## config.mk

```make
export PLATFORM = sky130hd
export DESIGN_NAME = bcd_seq_ctrl
export DESIGN_NICKNAME = d
export VERILOG_FILES = /design/src/rtl/bcd_seq_ctrl.sv
export SDC_FILE = /design/constraint.sdc
export NUM_CORES = 1
export LEC_CHECK = 0
export ABC_AREA = 1
export CAP_MARGIN = 5
export CORE_MARGIN = 2
export CORE_UTILIZATION = 43
export CTS_BUF_LIST = sky130_fd_sc_hd__clkbuf_8
export DETAILED_ROUTE_END_ITERATION = 7
export HOLD_SLACK_MARGIN = 0.02
export PLACE_DENSITY = 0.65
export SETUP_SLACK_MARGIN = 0.3
export SYNTH_ARGS = -nofsm -noshare
export SYNTH_HDL_FRONTEND = slang
export SYNTH_SLANG_ARGS = --single-unit
```

## constraint.sdc

```tcl
create_clock -name clk -period 3.5 [get_ports clk]
set_input_delay 0.7 -clock clk [delete_from_list [all_inputs] [get_ports clk]]
set_output_delay 0.7 -clock clk [all_outputs]
set_load 0.01 [all_outputs]
```

## src/rtl/bcd_seq_ctrl.sv

```systemverilog
// Sequential binary-to-BCD (double-dabble) converter driving four active-low 7-segment displays.
// Optional macro LEADING_ZERO_BLANK_EN blanks displays above the highest nonzero digit.
module bcd_seq_ctrl #(
  parameter int N = 10
) (
  input  logic         clk,
  input  logic         rst_n,
  input  logic         start,
  input  logic [N-1:0] bin_in,
  output logic         busy,
  output logic         done,
  output logic [15:0]  bcd_out,
  output logic [0:6]   display_unidad,
  output logic [0:6]   display_decena,
  output logic [0:6]   display_centena,
  output logic [0:6]   display_mil,
  output logic [1:0]   state_dbg
);

  localparam int CW = (N > 1) ? $clog2(N) : 1;

  localparam logic [0:6] SEG_ZERO  = 7'b0000001;
  localparam logic [0:6] SEG_BLANK = 7'b1111111;
`ifdef LEADING_ZERO_BLANK_EN
  localparam logic [0:6] SEG_UPPER_RST = SEG_BLANK;
`else
  localparam logic [0:6] SEG_UPPER_RST = SEG_ZERO;
`endif

  typedef enum logic [1:0] {
    IDLE  = 2'd0,
    SHIFT = 2'd1,
    DONE  = 2'd2
  } state_t;

  state_t          state;
  logic [CW-1:0]   cnt;
  logic [N+15:0]   sr;
  logic [N+15:0]   sr_adj;
  logic [N+15:0]   sr_next;
  logic [15:0]     new_bcd;
  logic            blank_mil;
  logic            blank_centena;
  logic            blank_decena;

  assign state_dbg = state;

  function automatic logic [0:6] seg7(input logic [3:0] d);
    case (d)
      4'd0:    seg7 = 7'b0000001;
      4'd1:    seg7 = 7'b1001111;
      4'd2:    seg7 = 7'b0010010;
      4'd3:    seg7 = 7'b0000110;
      4'd4:    seg7 = 7'b1001100;
      4'd5:    seg7 = 7'b0100100;
      4'd6:    seg7 = 7'b0100000;
      4'd7:    seg7 = 7'b0001111;
      4'd8:    seg7 = 7'b0000000;
      4'd9:    seg7 = 7'b0000100;
      default: seg7 = SEG_BLANK;
    endcase
  endfunction

  // One double-dabble step: add-3 correction on the BCD nibbles, then shift left.
  always_comb begin
    sr_adj = sr;
    for (int i = 0; i < 4; i++) begin
      if (sr[N+4*i +: 4] >= 4'd5)
        sr_adj[N+4*i +: 4] = sr[N+4*i +: 4] + 4'd3;
    end
    sr_next = sr_adj << 1;
    new_bcd = sr_next[N+15:N];
  end

  always_comb begin
`ifdef LEADING_ZERO_BLANK_EN
    blank_mil     = (new_bcd[15:12] == 4'd0);
    blank_centena = blank_mil && (new_bcd[11:8] == 4'd0);
    blank_decena  = blank_centena && (new_bcd[7:4] == 4'd0);
`else
    blank_mil     = 1'b0;
    blank_centena = 1'b0;
    blank_decena  = 1'b0;
`endif
  end

  always_ff @(posedge clk) begin
    if (!rst_n) begin
      state           <= IDLE;
      cnt             <= '0;
      sr              <= '0;
      busy            <= 1'b0;
      done            <= 1'b0;
      bcd_out         <= 16'h0000;
      display_unidad  <= SEG_ZERO;
      display_decena  <= SEG_UPPER_RST;
      display_centena <= SEG_UPPER_RST;
      display_mil     <= SEG_UPPER_RST;
    end else begin
      done <= 1'b0;
      case (state)
        IDLE: begin
          if (start) begin
            sr    <= {16'b0, bin_in};
            cnt   <= CW'(N - 1);
            busy  <= 1'b1;
            state <= SHIFT;
          end
        end
        SHIFT: begin
          sr  <= sr_next;
          cnt <= cnt - 1'b1;
          if (cnt == '0) begin
            state           <= DONE;
            busy            <= 1'b0;
            done            <= 1'b1;
            bcd_out         <= new_bcd;
            display_unidad  <= seg7(new_bcd[3:0]);
            display_decena  <= blank_decena  ? SEG_BLANK : seg7(new_bcd[7:4]);
            display_centena <= blank_centena ? SEG_BLANK : seg7(new_bcd[11:8]);
            display_mil     <= blank_mil     ? SEG_BLANK : seg7(new_bcd[15:12]);
          end
        end
        DONE: begin
          // A start held through DONE chains straight into the next conversion.
          if (start) begin
            sr    <= {16'b0, bin_in};
            cnt   <= CW'(N - 1);
            busy  <= 1'b1;
            state <= SHIFT;
          end else begin
            state <= IDLE;
          end
        end
        default: state <= IDLE;
      endcase
    end
  end

endmodule
```

==> summary.md <==
## Drt
• **number of optimization iterations in the first detailed-route pass** 5
• **vias per cell** 4.963
• **DRT iter0 DRCs** 127
• **average routed wire per standard cell** 13.02 um
• **Total Routed Length** 9.454 mm
• **DR DRC count** 0
• **total via count in the routed design** 3603
• **Routed Antenna Nets** 0

## Timing
• **minimum clock period** 2433 ps
• **Slew HR** 0.6356
• **Fmax** 411.0 MHz
• **setup-violating endpoint count in the final report** 0
• **clock skew** 9.796 ps
• **least setup slack across all paths after layout** 1067 ps
• **post-route setup TNS** 0 ps
• **Final Max Tran Viols** 0
• **final worst-path cycle share** 0.6952
• **measured slew at the worst slew-check pin** 544.9 ps
• **unrepaired setup endpoints after global routing** no
• **Fin. Hold Viols** 0

## Power and ir drop
• **part of the power in registers** 0.483
• **static power due to leakage** 2.132 nW
• **switching share of total power** 0.2711
• **internal portion of total power** 1.455 mW
• **clock network fraction of total power** 0.379
• **combinational fraction of design power** 0.138
• **P_sw** 0.5412 mW
• **peak supply drop** 210.2 uV
• **Cell Pwr Density** 420.9 mW/mm2

## Layout
• **total inserted antenna cells** 0
• **fraction of layout cells with a size suffix above 1** 0.05340
• **filler-free cell count of the finished design** 726
• **area delta synth->final** 24.06%
• **net total in the final layout** 646

## Logic synthesis
• **count of mapped cells out of synthesis** 554
• **top post-synthesis cells by area** sky130_fd_sc_hd__dfxtp_1 (41%), sky130_fd_sc_hd__nand2_1 (17%), sky130_fd_sc_hd__ha_1 (6.5%)
• **Yosys Warn Count** 0
• **Simple-Gate Fraction of Synth Area** 0.2972
• **post-synthesis mux area share** 0
• **main flop type after synthesis** sky130_fd_sc_hd__dfxtp_1
• **fraction of synthesis flops using an asynchronous set or reset pin** 0
• **main combinational cell family by area after synthesis** simple AND/OR/NAND/NOR gates
• **Post-Synthesis Net Count** 587
• **xor-xnor portion of the synthesized cell area** 0.004583
• **proportion of netlist area held by the largest area contributor** 0.4085
• **sequential area share after synthesis** 0.4085
• **largest area contributor in the synthesized netlist** sky130_fd_sc_hd__dfxtp_1
• **share of synthesized cell area in full adder, half adder and majority cells** 0.06547
• **number of unique standard cell types used by synthesis** 24
• **share of the synthesized area in compound gates (AO/OA/AOI/OAI)** 0.1408
• **count of state elements after synthesis** 78
• **Mapped Area** 0.003822 mm2
• **number of flops mapped to enable cells by yosys** 0
• **Mean Syn Cell Area** 6.900 um2

## Global routing
• **wire length of the first global-routing pass** 15.93 mm
• **total grt overflow** 0
• **antenna violations before repair** 0
• **GRT Overall Usage** 0.2025
• **maximum number of pins on one net before global-route repair** 34
• **vias in the first global route** 3465

## Worst setup path
• **kind of capture point of the worst setup path** flop
• **critical-path maximum fanout** 33
• **arrival time reported for the critical path endpoint** 2690 ps
• **worst setup path category** flop to flop
• **Critical Path RT** 3760 ps
• **CP startpoint kind** flop

## Worst hold path
• **path category of the worst min-delay check** flop to flop

## Clock network
• **clock-pin slew of the registers on the worst-case setup and hold paths** 80 ps
• **postcts setup bufs** 0
• **total number of clock tree sinks** 78
• **largest buffer count on any clock path** 2
• **Root Buffer Master** sky130_fd_sc_hd__clkbuf_8
• **worst skew pair latency** 360 ps
• **H-Tree Depth** 3
• **TritonCTS clock tree** done
• **# resized after CTS** 0
• **hold_buf cts** 0
• **number of buffers inserted during clock tree synthesis** 9

## Placement
• **total half-perimeter wirelength after legalization and detailed placement** 6.609 mm
• **total instance count after detailed placement** 710
• **final estimated routing congestion in global placement** 0.8519
• **number of port buffers** 60
• **Setup Slack @ Placement** 791.6 ps

## Die
• **Initial Utilization** 0.4405
• **area of the core** 0.008678 mm2
• **die area** 0.009660 mm2
• **die height** 98.29 um
• **width of the chip** 98.29 um
• **standard-cell rows** 34
• **number of top-level pins** 61

## Run status
• **run status** completed

## Flow run
• **number of max-cap violations** 0

-- power by group through the flow --
stage / Clock, mW / Combinational, mW / Sequential, mW
3_3_place_gp: 0 / 0.274 / 0.984
4_1_cts: 0.768 / 0.278 / 0.964
3_5_place_dp: 0 / 0.276 / 0.984
2_1_floorplan: 0 / 0.159 / 0.990
6_report: 0.756 / 0.276 / 0.964
5_1_grt: 0.807 / 0.308 / 0.971
-- flip-flops by register name, summed over array words and instances (netlist names) --
signal	cells
display_mil	7
cnt	4
busy	1
display_centena	7
done	1
state_dbg	2
bcd_out	16
display_decena	7
display_unidad	7
sr	26
-- synthesized netlist by cell type, drive strengths merged, types with 7 or more instances --
master	instances
nand2	173
dfxtp	78
inv	65
o21ai	55
nor2	48
a21oi	37
nand3	26
ha	20
nand4	12
a31oi	10
buf	10
clkbuf	7
-- cells in the final DEF, fill, tap and decap left out, types with 2 or more instances in the layout --
cell,n
sky130_fd_sc_hd__nand2_1,173
sky130_fd_sc_hd__dfxtp_1,78
sky130_fd_sc_hd__inv_1,61
sky130_fd_sc_hd__clkdlybuf4s50_1,60
sky130_fd_sc_hd__nor2_1,43
sky130_fd_sc_hd__o21ai_0,38
sky130_fd_sc_hd__a21oi_1,37
sky130_fd_sc_hd__nand3_1,26
sky130_fd_sc_hd__ha_1,20
sky130_fd_sc_hd__o21ai_1,17
sky130_fd_sc_hd__nand4_1,12
sky130_fd_sc_hd__a31oi_1,10
sky130_fd_sc_hd__clkbuf_8,9
sky130_fd_sc_hd__buf_4,5
sky130_fd_sc_hd__inv_2,4
sky130_fd_sc_hd__or2_2,3
sky130_fd_sc_hd__nand3b_1,3
sky130_fd_sc_hd__nor3_1,3
sky130_fd_sc_hd__xor2_1,2
sky130_fd_sc_hd__nor2_8,2
sky130_fd_sc_hd__nor2_2,2
sky130_fd_sc_hd__bufinv_16,2
sky130_fd_sc_hd__clkinvlp_4,2
-- per-stage QoR --
step                  util  hold WS [ps]  cell area (um2)  power (mW)
floorplan                -         440.3             3822       1.149
global placement    0.5209         453.8             4521       1.259
detailed placement  0.5209         460.1             4521       1.260
CTS                 0.5464         471.8             4742       2.011
global route        0.5464         488.4             4742       2.085
finish              0.5464         467.8             4742       1.996
-- worst max-delay path, stage by stage (launching register included) --
cell and delay [ps]:
sky130_fd_sc_hd__dfxtp_1 580, sky130_fd_sc_hd__inv_2 200, sky130_fd_sc_hd__nor2_8 310, sky130_fd_sc_hd__inv_2 130, sky130_fd_sc_hd__nor2_8 120, sky130_fd_sc_hd__buf_4 330
sky130_fd_sc_hd__inv_2 190, sky130_fd_sc_hd__nor2_2 190, sky130_fd_sc_hd__o21ai_1 90, sky130_fd_sc_hd__a21oi_1 120, sky130_fd_sc_hd__nor2_1 50
-- area by class of cell --
class / instances / area (um2)
Clock inverter: 7 / 97.59
Fill cell: 882 / 3936
Clock buffer: 9 / 123.9
Tap cell: 108 / 135.1
Timing Repair Buffer: 65 / 638.1
Multi-Input combinational cell: 394 / 1942
Sequential cell: 78 / 1562
Inverter: 65 / 244.0
-- cells by family after synthesis --
| group | Yosys count |
|---|---|
| compound gates | 104 |
| xor+xnor | 2 |
| fa+ha+maj | 20 |
| buf+inv | 82 |
| flops | 78 |
| simple gates | 268 |
-- layer usage --
| layer | GRT usage | vias up | part of all wire |
|---|---|---|---|
| met1 | 0.2793 | 1587 | 0.50 |
| met5 | 0 | - | 0 |
| met2 | 0.3098 | 97 | 0.43 |
| met3 | 0.05011 | 11 | 0.065 |
| met4 | 0.07060 | 0 | 0.013 |
| li1 | - | 1908 | - |
-- worst paths after layout --
path	start	end	slack (ps)	cells past startpoint
worst max-delay path	state_dbg[0]$_SDFFE_PN0P_	display_centena[4]$_SDFFE_PN0P_	1070	10
worst min-delay path	sr[19]$_SDFFE_PN0P_	sr[19]$_SDFFE_PN0P_	470	2
worst max register to register	state_dbg[0]$_SDFFE_PN0P_	display_centena[4]$_SDFFE_PN0P_	1070	10
worst min register to register	sr[19]$_SDFFE_PN0P_	sr[19]$_SDFFE_PN0P_	470	2
Power figures use the tool's default switching activity.
